--- src/rtl/bp_stream_host_arbiter_if.sv ---
// Stream signals shared between the per-core requesters, the host bridge and
// the host arbiter. The slave modport is the arbiter's view.
interface bp_stream_host_arbiter_if #(
    parameter int num_req_p           = 4,
    parameter int stream_data_width_p = 32
);
    logic [num_req_p-1:0]                     req_v_i;
    logic [num_req_p*stream_data_width_p-1:0] req_data_i;
    logic [num_req_p-1:0]                     req_resp_i;
    logic [num_req_p-1:0]                     req_yumi_o;

    logic                                     stream_v_o;
    logic [stream_data_width_p-1:0]           stream_data_o;
    logic                                     stream_yumi_i;

    logic                                     stream_v_i;
    logic [stream_data_width_p-1:0]           stream_data_i;
    logic                                     stream_ready_o;

    logic [num_req_p-1:0]                     resp_v_o;
    logic [stream_data_width_p-1:0]           resp_data_o;
    logic [num_req_p-1:0]                     resp_ready_i;

    modport slave (
        input  req_v_i, req_data_i, req_resp_i,
        output req_yumi_o,
        output stream_v_o, stream_data_o,
        input  stream_yumi_i,
        input  stream_v_i, stream_data_i,
        output stream_ready_o,
        output resp_v_o, resp_data_o,
        input  resp_ready_i
    );

    modport master (
        output req_v_i, req_data_i, req_resp_i,
        input  req_yumi_o,
        input  stream_v_o, stream_data_o,
        output stream_yumi_i,
        output stream_v_i, stream_data_i,
        input  stream_ready_o,
        input  resp_v_o, resp_data_o,
        output resp_ready_i
    );
endinterface

--- src/rtl/bp_stream_host_arbiter.sv ---
// Round-robin, packet-locked arbiter sharing one host stream link between
// several requesters, with an in-order tag FIFO steering responses back.
module bp_stream_host_arbiter #(
    parameter int num_req_p           = 4,
    parameter int stream_data_width_p = 32,
    parameter int packet_words_p      = 2,
    parameter int resp_words_p        = 2,
    parameter int order_els_p         = 16
) (
    input  logic                    clk_i,
    input  logic                    reset_i,
    bp_stream_host_arbiter_if.slave bus
);

    localparam int id_w       = $clog2(num_req_p);
    localparam int pkt_cnt_w  = (packet_words_p > 1) ? $clog2(packet_words_p) : 1;
    localparam int resp_cnt_w = (resp_words_p > 1) ? $clog2(resp_words_p) : 1;
    localparam int ptr_w      = (order_els_p > 1) ? $clog2(order_els_p) : 1;
    localparam int fcnt_w     = $clog2(order_els_p + 1);

    localparam logic [pkt_cnt_w-1:0]  pkt_last  = pkt_cnt_w'(packet_words_p - 1);
    localparam logic [resp_cnt_w-1:0] resp_last = resp_cnt_w'(resp_words_p - 1);
    localparam logic [fcnt_w-1:0]     fifo_max  = fcnt_w'(order_els_p);

    typedef enum logic {
        IDLE = 1'b0,
        SEND = 1'b1
    } state_e;

    function automatic logic [id_w-1:0] next_id(input logic [id_w-1:0] id);
        return (id == id_w'(num_req_p - 1)) ? '0 : id + 1'b1;
    endfunction

    function automatic logic [ptr_w-1:0] next_ptr(input logic [ptr_w-1:0] ptr);
        return (ptr == ptr_w'(order_els_p - 1)) ? '0 : ptr + 1'b1;
    endfunction

    // Scanning downward lets the last hit be the first valid at or after start.
    function automatic logic [id_w-1:0] rr_pick(input logic [num_req_p-1:0] v,
                                                input logic [id_w-1:0]      start);
        logic [id_w-1:0] pick;
        logic [id_w-1:0] idx;
        pick = start;
        for (int k = num_req_p - 1; k >= 0; k--) begin
            idx = id_w'((int'(start) + k) % num_req_p);
            if (v[idx]) pick = idx;
        end
        return pick;
    endfunction

    logic [stream_data_width_p-1:0] req_words [num_req_p];

    for (genvar g = 0; g < num_req_p; g++) begin : g_unpack
        assign req_words[g] = bus.req_data_i[g*stream_data_width_p +: stream_data_width_p];
    end

    state_e                 state_q, state_d;
    logic [id_w-1:0]        id_q, id_d;
    logic [id_w-1:0]        rr_q, rr_d;
    logic [pkt_cnt_w-1:0]   cnt_q, cnt_d;
    logic [resp_cnt_w-1:0]  rcnt_q, rcnt_d;

    logic [id_w-1:0]        tag_mem [order_els_p];
    logic [ptr_w-1:0]       wptr_q, wptr_d;
    logic [ptr_w-1:0]       rptr_q, rptr_d;
    logic [fcnt_w-1:0]      fcnt_q, fcnt_d;

    logic                   fifo_full, fifo_v;
    logic                   push, pop;
    logic [id_w-1:0]        mux_id;
    logic                   out_v;
    logic [num_req_p-1:0]   yumi;
    logic [id_w-1:0]        head_id;
    logic                   in_ready;
    logic                   accept;
    logic [num_req_p-1:0]   resp_v;

    // The full test uses registered state only, so a same-cycle pop never unblocks a grant.
    assign fifo_full = (fcnt_q == fifo_max);
    assign fifo_v    = (fcnt_q != '0);

    // NOTE: every variable written here gets a default first, so no latch is inferred.
    always_comb begin
        state_d = state_q;
        id_d    = id_q;
        rr_d    = rr_q;
        cnt_d   = cnt_q;
        mux_id  = id_q;
        out_v   = 1'b0;
        push    = 1'b0;
        yumi    = '0;

        unique case (state_q)
            IDLE: begin
                mux_id = rr_pick(bus.req_v_i, rr_q);
                out_v  = ~reset_i & ~fifo_full & (|bus.req_v_i);
                if (out_v && bus.stream_yumi_i) begin
                    id_d = mux_id;
                    push = bus.req_resp_i[mux_id];
                    if (packet_words_p == 1) begin
                        rr_d = next_id(mux_id);
                    end else begin
                        cnt_d   = pkt_cnt_w'(1);
                        state_d = SEND;
                    end
                end
            end
            SEND: begin
                out_v = ~reset_i & bus.req_v_i[id_q];
                if (out_v && bus.stream_yumi_i) begin
                    if (cnt_q == pkt_last) begin
                        cnt_d   = '0;
                        rr_d    = next_id(id_q);
                        state_d = IDLE;
                    end else begin
                        cnt_d = cnt_q + 1'b1;
                    end
                end
            end
        endcase

        yumi[mux_id] = out_v & bus.stream_yumi_i;
    end

    assign bus.stream_v_o    = out_v;
    assign bus.stream_data_o = req_words[mux_id];
    assign bus.req_yumi_o    = yumi;

    // Inbound words follow the oldest outstanding tag; the data itself is broadcast.
    always_comb begin
        head_id         = tag_mem[rptr_q];
        resp_v          = '0;
        resp_v[head_id] = ~reset_i & fifo_v & bus.stream_v_i;
        in_ready        = ~reset_i & fifo_v & bus.resp_ready_i[head_id];
        accept          = in_ready & bus.stream_v_i;
        pop             = accept & (rcnt_q == resp_last);
        rcnt_d          = rcnt_q;
        if (accept) begin
            rcnt_d = pop ? '0 : rcnt_q + 1'b1;
        end
    end

    assign bus.stream_ready_o = in_ready;
    assign bus.resp_v_o       = resp_v;
    assign bus.resp_data_o    = bus.stream_data_i;

    always_comb begin
        wptr_d = push ? next_ptr(wptr_q) : wptr_q;
        rptr_d = pop ? next_ptr(rptr_q) : rptr_q;
        fcnt_d = fcnt_q;
        unique case ({push, pop})
            2'b10:   fcnt_d = fcnt_q + 1'b1;
            2'b01:   fcnt_d = fcnt_q - 1'b1;
            default: fcnt_d = fcnt_q;
        endcase
    end

    // NOTE: sequential state uses non-blocking assignments so every register samples pre-edge values.
    always_ff @(posedge clk_i) begin
        if (reset_i) begin
            state_q <= IDLE;
            id_q    <= '0;
            rr_q    <= '0;
            cnt_q   <= '0;
            rcnt_q  <= '0;
            wptr_q  <= '0;
            rptr_q  <= '0;
            fcnt_q  <= '0;
        end else begin
            state_q <= state_d;
            id_q    <= id_d;
            rr_q    <= rr_d;
            cnt_q   <= cnt_d;
            rcnt_q  <= rcnt_d;
            wptr_q  <= wptr_d;
            rptr_q  <= rptr_d;
            fcnt_q  <= fcnt_d;
        end
    end

    // NOTE: the tag storage is not reset; the reset pointers and count make stale entries unreachable.
    always_ff @(posedge clk_i) begin
        if (push) begin
            tag_mem[wptr_q] <= mux_id;
        end
    end

    a_yumi_onehot: assert property (@(posedge clk_i) disable iff (reset_i)
        $onehot0(bus.req_yumi_o));

    a_v_has_source: assert property (@(posedge clk_i) disable iff (reset_i)
        bus.stream_v_o |-> bus.req_v_i[mux_id]);

endmodule

--- src/flat_wrapper.sv ---
// flat-port wrapper written by rule: the top's interface ports become plain ports
module bp_stream_host_arbiter_flat 
#(
    parameter int num_req_p           = 4,
    parameter int stream_data_width_p = 32,
    parameter int packet_words_p      = 2,
    parameter int resp_words_p        = 2,
    parameter int order_els_p         = 16
)
  (clk_i, reset_i, bus_req_v_i, bus_req_data_i, bus_req_resp_i, bus_req_yumi_o, bus_stream_v_o, bus_stream_data_o, bus_stream_yumi_i, bus_stream_v_i, bus_stream_data_i, bus_stream_ready_o, bus_resp_v_o, bus_resp_data_o, bus_resp_ready_i);
  bp_stream_host_arbiter_if #(.num_req_p(num_req_p), .stream_data_width_p(stream_data_width_p)) bus_i ();
  input  logic clk_i;
  input  logic reset_i;
  input wire logic [$bits(bus_i.req_v_i)-1:0] bus_req_v_i;
  input wire logic [$bits(bus_i.req_data_i)-1:0] bus_req_data_i;
  input wire logic [$bits(bus_i.req_resp_i)-1:0] bus_req_resp_i;
  output wire logic [$bits(bus_i.req_yumi_o)-1:0] bus_req_yumi_o;
  output wire logic [$bits(bus_i.stream_v_o)-1:0] bus_stream_v_o;
  output wire logic [$bits(bus_i.stream_data_o)-1:0] bus_stream_data_o;
  input wire logic [$bits(bus_i.stream_yumi_i)-1:0] bus_stream_yumi_i;
  input wire logic [$bits(bus_i.stream_v_i)-1:0] bus_stream_v_i;
  input wire logic [$bits(bus_i.stream_data_i)-1:0] bus_stream_data_i;
  output wire logic [$bits(bus_i.stream_ready_o)-1:0] bus_stream_ready_o;
  output wire logic [$bits(bus_i.resp_v_o)-1:0] bus_resp_v_o;
  output wire logic [$bits(bus_i.resp_data_o)-1:0] bus_resp_data_o;
  input wire logic [$bits(bus_i.resp_ready_i)-1:0] bus_resp_ready_i;
  assign bus_i.req_v_i = bus_req_v_i;
  assign bus_i.req_data_i = bus_req_data_i;
  assign bus_i.req_resp_i = bus_req_resp_i;
  assign bus_req_yumi_o = bus_i.req_yumi_o;
  assign bus_stream_v_o = bus_i.stream_v_o;
  assign bus_stream_data_o = bus_i.stream_data_o;
  assign bus_i.stream_yumi_i = bus_stream_yumi_i;
  assign bus_i.stream_v_i = bus_stream_v_i;
  assign bus_i.stream_data_i = bus_stream_data_i;
  assign bus_stream_ready_o = bus_i.stream_ready_o;
  assign bus_resp_v_o = bus_i.resp_v_o;
  assign bus_resp_data_o = bus_i.resp_data_o;
  assign bus_i.resp_ready_i = bus_resp_ready_i;
  bp_stream_host_arbiter #(.num_req_p(num_req_p), .stream_data_width_p(stream_data_width_p), .packet_words_p(packet_words_p), .resp_words_p(resp_words_p), .order_els_p(order_els_p)) u_core (.clk_i(clk_i), .reset_i(reset_i), .bus(bus_i));
endmodule
--- config.mk ---
export PLATFORM = sky130hd
export DESIGN_NAME = bp_stream_host_arbiter_flat
export DESIGN_NICKNAME = d
export VERILOG_FILES = /design/src/rtl/bp_stream_host_arbiter_if.sv /design/src/rtl/bp_stream_host_arbiter.sv /design/src/flat_wrapper.sv
export SDC_FILE = /design/constraint.sdc
export NUM_CORES = 1
export LEC_CHECK = 0
export CORE_MARGIN = 2
export CORE_UTILIZATION = 41
export CTS_BUF_LIST = sky130_fd_sc_hd__clkbuf_8
export CTS_CLUSTER_DIAMETER = 80
export DETAILED_ROUTE_END_ITERATION = 10
export PLACE_DENSITY = 0.95
export RECOVER_POWER = 100
export SYNTH_ARGS = -nofsm -noshare
export SYNTH_HDL_FRONTEND = slang
export SYNTH_SLANG_ARGS = --single-unit
export TNS_END_PERCENT = 100
--- constraint.sdc ---
create_clock -name clk_i -period 10.3 [get_ports clk_i]
set_input_delay 2.06 -clock clk_i [delete_from_list [all_inputs] [get_ports clk_i]]
set_output_delay 2.06 -clock clk_i [all_outputs]
set_load 0.05 [all_outputs]
==> out/qor.yml, run 1 <==
run_status: "finished, violations left"
violations: "max-capacitance violations, max-slew violations"
post_cts_buffers: 0
worstPathCellList: "dlygate4sd3_1 > o22ai_1 > a222oi_1 > nand2_1 > nand2_1 > mux4_2 > dlygate4sd3_1"
setup_viol: 0
met1_usage: 0.250
r2r_slack_ns: 5.84
synth_compound_area_frac: 0.0878
hpwl_microns: 10100
async_flop_share: 0
met3_usage: 0.0777
clk_path_buf_depth: 2
rows: 35
post_drt_via_cell_ratio: 5.71
fin_setup_tns_ns: 0
ys_seq_area_frac: 0.376
drt_iter0_markers: 241
antenna_left: 0
timing.final.crit_share: 0.810
synth_xor_area_frac: 0.00914
hold_viol: 0
worst_ep_arrival_time_ns: 6.29
fmax_mhz: 120
cp_slowest_stage_delay_ns: 1.37
die_area_sq_um: 10100
path_clk_slew_ns: 0.09
die_h_microns: 101
p_comb_frac: 0.368
layout-drive-gt1-share: 0.110
start_util: 0.419
cp.required_ns: 8.24
clock_sinks: 56
cts-resized-gates: 0
fp.dieW_microns: 101
globalRoute.totalOverflow: 0
fin_crit_ns: 8.35
grt_setup_unrepaired: "false"
p_leak_nw: 1.98
syn_area_sq_um: 3830
cts_made_buffers: 5
synth_fa_ha_area_frac: 0.0379
muxShareOfSynthArea: 0.290
syn-num-nets: 506
internal-power_mw: 0.384
yosys_warnings: 0
numPortBuffers: 185
worst_slew_pin_slew_ns: 1.91
gp_congestion: 0.873
grtUsageMet2: 0.419
fin_nets: 650
syn2layout_area_growth_pct: 45.1
p_per_area_nw_per_um2: 100
synth_edf_count: 32
grt_max_degree: 53
slew_violations: 53
cts_tree: "built"
post-place-ws_ns: 2.49
finClkSkew_ns: 0.00542
core_sq_um: 9150
multi_input_area_sq_um: 1990
ctsRootBufferMaster: "clkbuf_8"
grt_busiest_layer: "met2"
switchingPower_mw: 0.173
cp_max_fo: 52
cts_hold_buf: 0
antenna_found_initial: 0
wl_microns: 12000
via_count: 3285
num-fill-cells: 686
sequentialPowerShare: 0.433
vdd_drop_max_mv: 0.0629
pwr-share-clk: 0.199
first_pass_iters: 5
layout_setup_ws_ns: 1.95
critPathKind: "input pin to primary output"
wl_per_cell_microns: 20.9
syn_inst: 319
insertedDiodeCount: 0
end_kind: "primary output"
layout_common_cells: "clkdlybuf4s50_1, dlygate4sd3_1, mux4_2, nor2_1, edfxtp_1"
synth_top_family_by_area: "multiplexers"
worstSkewPairLatency_ns: 0.30
layout_commonest_cell: "clkdlybuf4s50_1"
synth_flop_cell: "edfxtp_1"
postSynthAreaPerCell_sq_um: 12.0
grt_pass1_wl_microns: 17900
synthSimpleGateAreaFrac: 0.0986
ff_latch_area_sq_um: 1440
maxCapViolCount: 1
start_kind: "input pin"
hp-class: "flip-flop to flip-flop"
ys_ff_latch: 56
switching_share: 0.310
ys_types: 53
first_global_vias: 3501
post-route-drc-count: 0
cts_htree_levels: 2
ios: 250
slowest_stage: "nand2_1"
relSlewSlack: -0.279
grt_usage: 0.233
power groups by stage:
| stage | clock (mW) | combinational, mW | sequential, mW |
|---|---|---|---|
| after floorplan | 0 | 0.145 | 0.245 |
| after global placement | 0 | 0.206 | 0.246 |
| after detailed placement | 0 | 0.211 | 0.246 |
| after CTS | 0.111 | 0.212 | 0.241 |
| after global routing | 0.122 | 0.214 | 0.241 |
| final | 0.110 | 0.205 | 0.241 |
final timing paths:
path,from,cells after the start,endpoint
worst max-delay path,bus_req_v_i[1],7,bus_stream_data_o[16]
worst min-delay path,u_core.rr_q[0],2,u_core.rr_q[0]
worst max register to register,flip-flop,13,u_core.fcnt_q[4]
worst min register to register,u_core.rr_q[0],2,u_core.rr_q[0]
sequential cells by signal, summed over array words and instances (netlist names), named ones only:
signal / count
u_core.rcnt_q: 1
u_core.wptr_q: 4
u_core.rr_q: 2
u_core.tag_mem: 32
u_core.state_q: 1
u_core.rptr_q: 4
u_core.id_q: 2
u_core.fcnt_q: 5
u_core.cnt_q: 1
logic make-up after synthesis:
family          Yosys count
compound gates           49
xor+xnor                  4
fa+ha+maj                11
buf+inv                  64
flops                    56
mux                      56
simple gates             79
synthesized netlist by cell type (all sizes together) (2+ instances only):
master	n	share of area
a21o	3	0.0062
a21oi	21	0.027
a221o	2	0.0059
and2	2	0.0033
buf	42	0.079
clkbuf	7	0.0072
dfxtp	24	0.13
edfxtp	32	0.25
ha	10	0.033
inv	15	0.015
mux2	4	0.013
mux2i	11	0.032
mux4	41	0.24
nand2	17	0.017
nand2b	3	0.0049
nand4	2	0.0033
nor2	33	0.032
nor3	5	0.0065
nor3b	4	0.0078
nor4	2	0.0033
nor4b	2	0.0046
o211ai	2	0.0039
o21ai	6	0.0078
o22ai	4	0.0065
or3	3	0.0049
xor2	3	0.0069
stage by stage:
step / instance area, sq um / util / cells / hold slack (ns) / total power, mW
final: 5560 / 0.608 / 575 / 0.512 / 0.556
after global routing: 5560 / 0.608 / 575 / 0.527 / 0.577
after CTS: 5580 / 0.610 / 575 / 0.505 / 0.564
after detailed placement: 5500 / 0.601 / 567 / 0.490 / 0.457
after global placement: 5500 / 0.601 / 567 / 0.448 / 0.452
after floorplan: 3830 / - / 319 / 0.436 / 0.390
cell type report:
type / count / share of cell area
timing repair buffer: 186 / 0.334
clock inverter: 3 / 0.00202
tap: 111 / 0.0250
multi-input combinational: 199 / 0.357
clock buffer: 5 / 0.0124
inverter: 15 / 0.0101
sequential: 56 / 0.259
routing by layer:
layer | part of all wire | vias up
li1 | - | 1475
met1 | 0.34 | 1576
met2 | 0.53 | 200
met3 | 0.089 | 34
met4 | 0.035 | 0
met5 | 0 | -
critical path: cells and delay by family:
family	cells	cell delay, ns
multiplexers	1	0.53
buffers and inverters	2	1.55
AND/OR/NAND/NOR	2	1.47
AO/OA/AOI/OAI	2	0.66
Power figures use the tool's default switching activity.
==> run 2: changes to the inputs <==
--- a/config.mk
+++ b/config.mk
@@ -6,11 +6,11 @@
 export NUM_CORES = 1
 export LEC_CHECK = 0
 export CORE_MARGIN = 2
-export CORE_UTILIZATION = 41
+export CORE_UTILIZATION = 34
 export CTS_BUF_LIST = sky130_fd_sc_hd__clkbuf_8
 export CTS_CLUSTER_DIAMETER = 80
 export DETAILED_ROUTE_END_ITERATION = 10
-export PLACE_DENSITY = 0.95
+export PLACE_DENSITY = 0.86
 export RECOVER_POWER = 100
 export SYNTH_ARGS = -nofsm -noshare
 export SYNTH_HDL_FRONTEND = slang
==> constraint.sdc (replaced) <==
create_clock -name clk_i -period 6.7 [get_ports clk_i]
set_input_delay 1.34 -clock clk_i [delete_from_list [all_inputs] [get_ports clk_i]]
set_output_delay 1.34 -clock clk_i [all_outputs]
set_load 0.05 [all_outputs]
==> run 2 against run 1 <==
  * The run now ends clean
  * Routed wire length fell by 9.9%
  * Sequential power rose by 54%
  * Total power rose by 62%
  * Final area grew 1.6%
  * Sequential share of layout area decreased by 0.40 points
  * Via count down 2.3%
  * First-iteration DRC count is 2.5% lower
  * Combinational power rose by 52%
  * Global-route usage shrank 5.4 points
  * Register-to-register slack worse by 3.7 ns
  * Sequential cell count stayed put
  * Non-clock buffer count increased by 4
  * Largest cell class unchanged
  * Highest routed layer unchanged
==> out/qor.yml, run 2 (synthesized netlist as in run 1, its figures left out) <==
reg2reg_depth: 13
cts-resized-gates: 0
min_path_cells: 2
switchingPower_mw: 0.272
worstPathCellList: "dlygate4sd3_1 > inv_1 > o22ai_1 > a222oi_1 > nand2_1 > nand2_2 > buf_4 > nor3b_1 > dlygate4sd3_1"
top_register: "u_core.tag_mem"
internal-power_mw: 0.631
p_leak_nw: 2.01
maxCapViolCount: 0
met3_usage: 0.0464
first_global_vias: 3304
p_total_mw: 0.904
grt_max_degree: 35
run_status: "complete, no violations"
relSlewSlack: 0.562
worstSkewPairLatency_ns: 0.31
path_common_cell: "dlygate4sd3_1"
post_cts_buffers: 0
post_drt_via_cell_ratio: 5.28
syn2layout_area_growth_pct: 47.4
grt_usage: 0.179
switching_share: 0.302
crit_family: "buffers and inverters"
fin_crit_ns: 6.06
r2r_slack_ns: 2.12
ctsRootBufferMaster: "clkbuf_8"
pwr-share-clk: 0.245
cts_tree: "built"
reg_top3: "u_core.tag_mem: 32 flops, u_core.fcnt_q: 5 flops"
grt_setup_unrepaired: "false"
core_sq_um: 10900
globalRoute.totalOverflow: 0
fmax_mhz: 165
wl_per_cell_microns: 17.8
numPortBuffers: 185
layout_setup_ws_ns: 0.637
utilization: 0.516
grt_busiest_layer: "met2"
post-route-drc-count: 0
p_per_area_nw_per_um2: 160
fin_cells: 608
hold_ws_ns: 0.490
start_util: 0.350
drt_iter0_markers: 235
dpl_cell_area_sq_um: 5570
p_comb_frac: 0.345
start_kind: "input pin"
fin_nets: 654
die_area_sq_um: 12100
cp.required_ns: 5.36
hpwl_microns: 9010
worst_ep_arrival_time_ns: 4.72
end_kind: "primary output"
wl_microns: 10800
cts_made_buffers: 5
clock_sinks: 56
setup_viol: 0
antenna_left: 0
cp_num_buf_inv: 4
vdd_drop_max_mv: 0.0782
cts_hold_buf: 0
largest_reg_flops: 32
cp_max_fo: 28
layout-drive-gt1-share: 0.122
num-fill-cells: 940
hp-class: "flip-flop to flip-flop"
fp.dieW_microns: 110
rows: 38
cp_slowest_stage_delay_ns: 0.90
antenna_found_initial: 0
hp-start: "u_core.cnt_q"
slowest_stage: "dlygate4sd3_1"
clk_path_buf_depth: 2
critPathKind: "input pin to primary output"
grt_pass1_wl_microns: 16700
finClkSkew_ns: 0.00417
met1_usage: 0.194
gp_congestion: 0.820
timing.final.crit_share: 0.905
placedCellCount: 600
fin_setup_tns_ns: 0
path_clk_slew_ns: 0.10
layout_common_cells: "clkdlybuf4s50_1, dlygate4sd3_1, mux4_2, nor2_1, edfxtp_1"
layout_commonest_cell: "clkdlybuf4s50_1"
hold_viol: 0
worst_slew_pin_slew_ns: 0.654
via_count: 3208
cts_htree_levels: 2
die_h_microns: 110
insertedDiodeCount: 0
first_pass_iters: 5
grtUsageMet2: 0.325
finalInstanceArea_sq_um: 5650
r2r_end: "u_core.fcnt_q[4]"
post-place-ws_ns: 0.804
ios: 250
sequentialPowerShare: 0.409
min_to: "u_core.cnt_q"
slew_violations: 0
==> run 2: worst reg2reg max path: stages, from the launching register on <==
cell,delay [ns]
dfxtp_1,0.59
mux4_2,0.56
mux2i_1,0.40
mux2_2,0.40
a221o_2,0.35
a32oi_1,0.49
inv_1,0.11
ha_1,0.29
fa_1,0.43
a21o_1,0.20
a21oi_1,0.17
xor2_1,0.09
or3_1,0.30
a21oi_1,0.14
==> run 2: routing by layer <==
metal,up-vias,share of wire
met5,-,0
met4,0,0.045
met3,40,0.078
met2,161,0.53
met1,1518,0.35
li1,1489,-
==> run 2: worst max-delay path by stage <==
stage,slack (ns),end,depth (start not counted),from
detailed placement,0.80,bus_stream_data_o[18],9,bus_req_v_i[0]
floorplan,1.36,bus_req_yumi_o[1],7,bus_req_v_i[0]
CTS,0.79,bus_stream_data_o[0],9,bus_req_v_i[0]
global placement,0.89,bus_req_yumi_o[1],9,bus_req_v_i[0]
global route,0.48,bus_req_yumi_o[1],9,bus_req_v_i[0]
finish,0.64,bus_req_yumi_o[1],9,bus_req_v_i[0]
==> run 2: cell type report <==
type,instances,area [sq um],area share
clock buffers,5,68.8,0.0122
clock inverters,3,45.0,0.00798
inverters,15,56.3,0.00997
multi-input cells,199,1980,0.350
flip-flops and latches,56,1440,0.255
well taps,140,175,0.0310
repair buffers,190,1890,0.334
==> run 2: power groups by stage <==
| stage | sequential, mW | clock [mW] | combinational (mW) |
|---|---|---|---|
| global route | 0.370 | 0.239 | 0.327 |
| finish | 0.370 | 0.222 | 0.312 |
| CTS | 0.370 | 0.226 | 0.326 |
| detailed placement | 0.378 | 0 | 0.325 |
| global placement | 0.377 | 0 | 0.319 |
| floorplan | 0.377 | 0 | 0.223 |
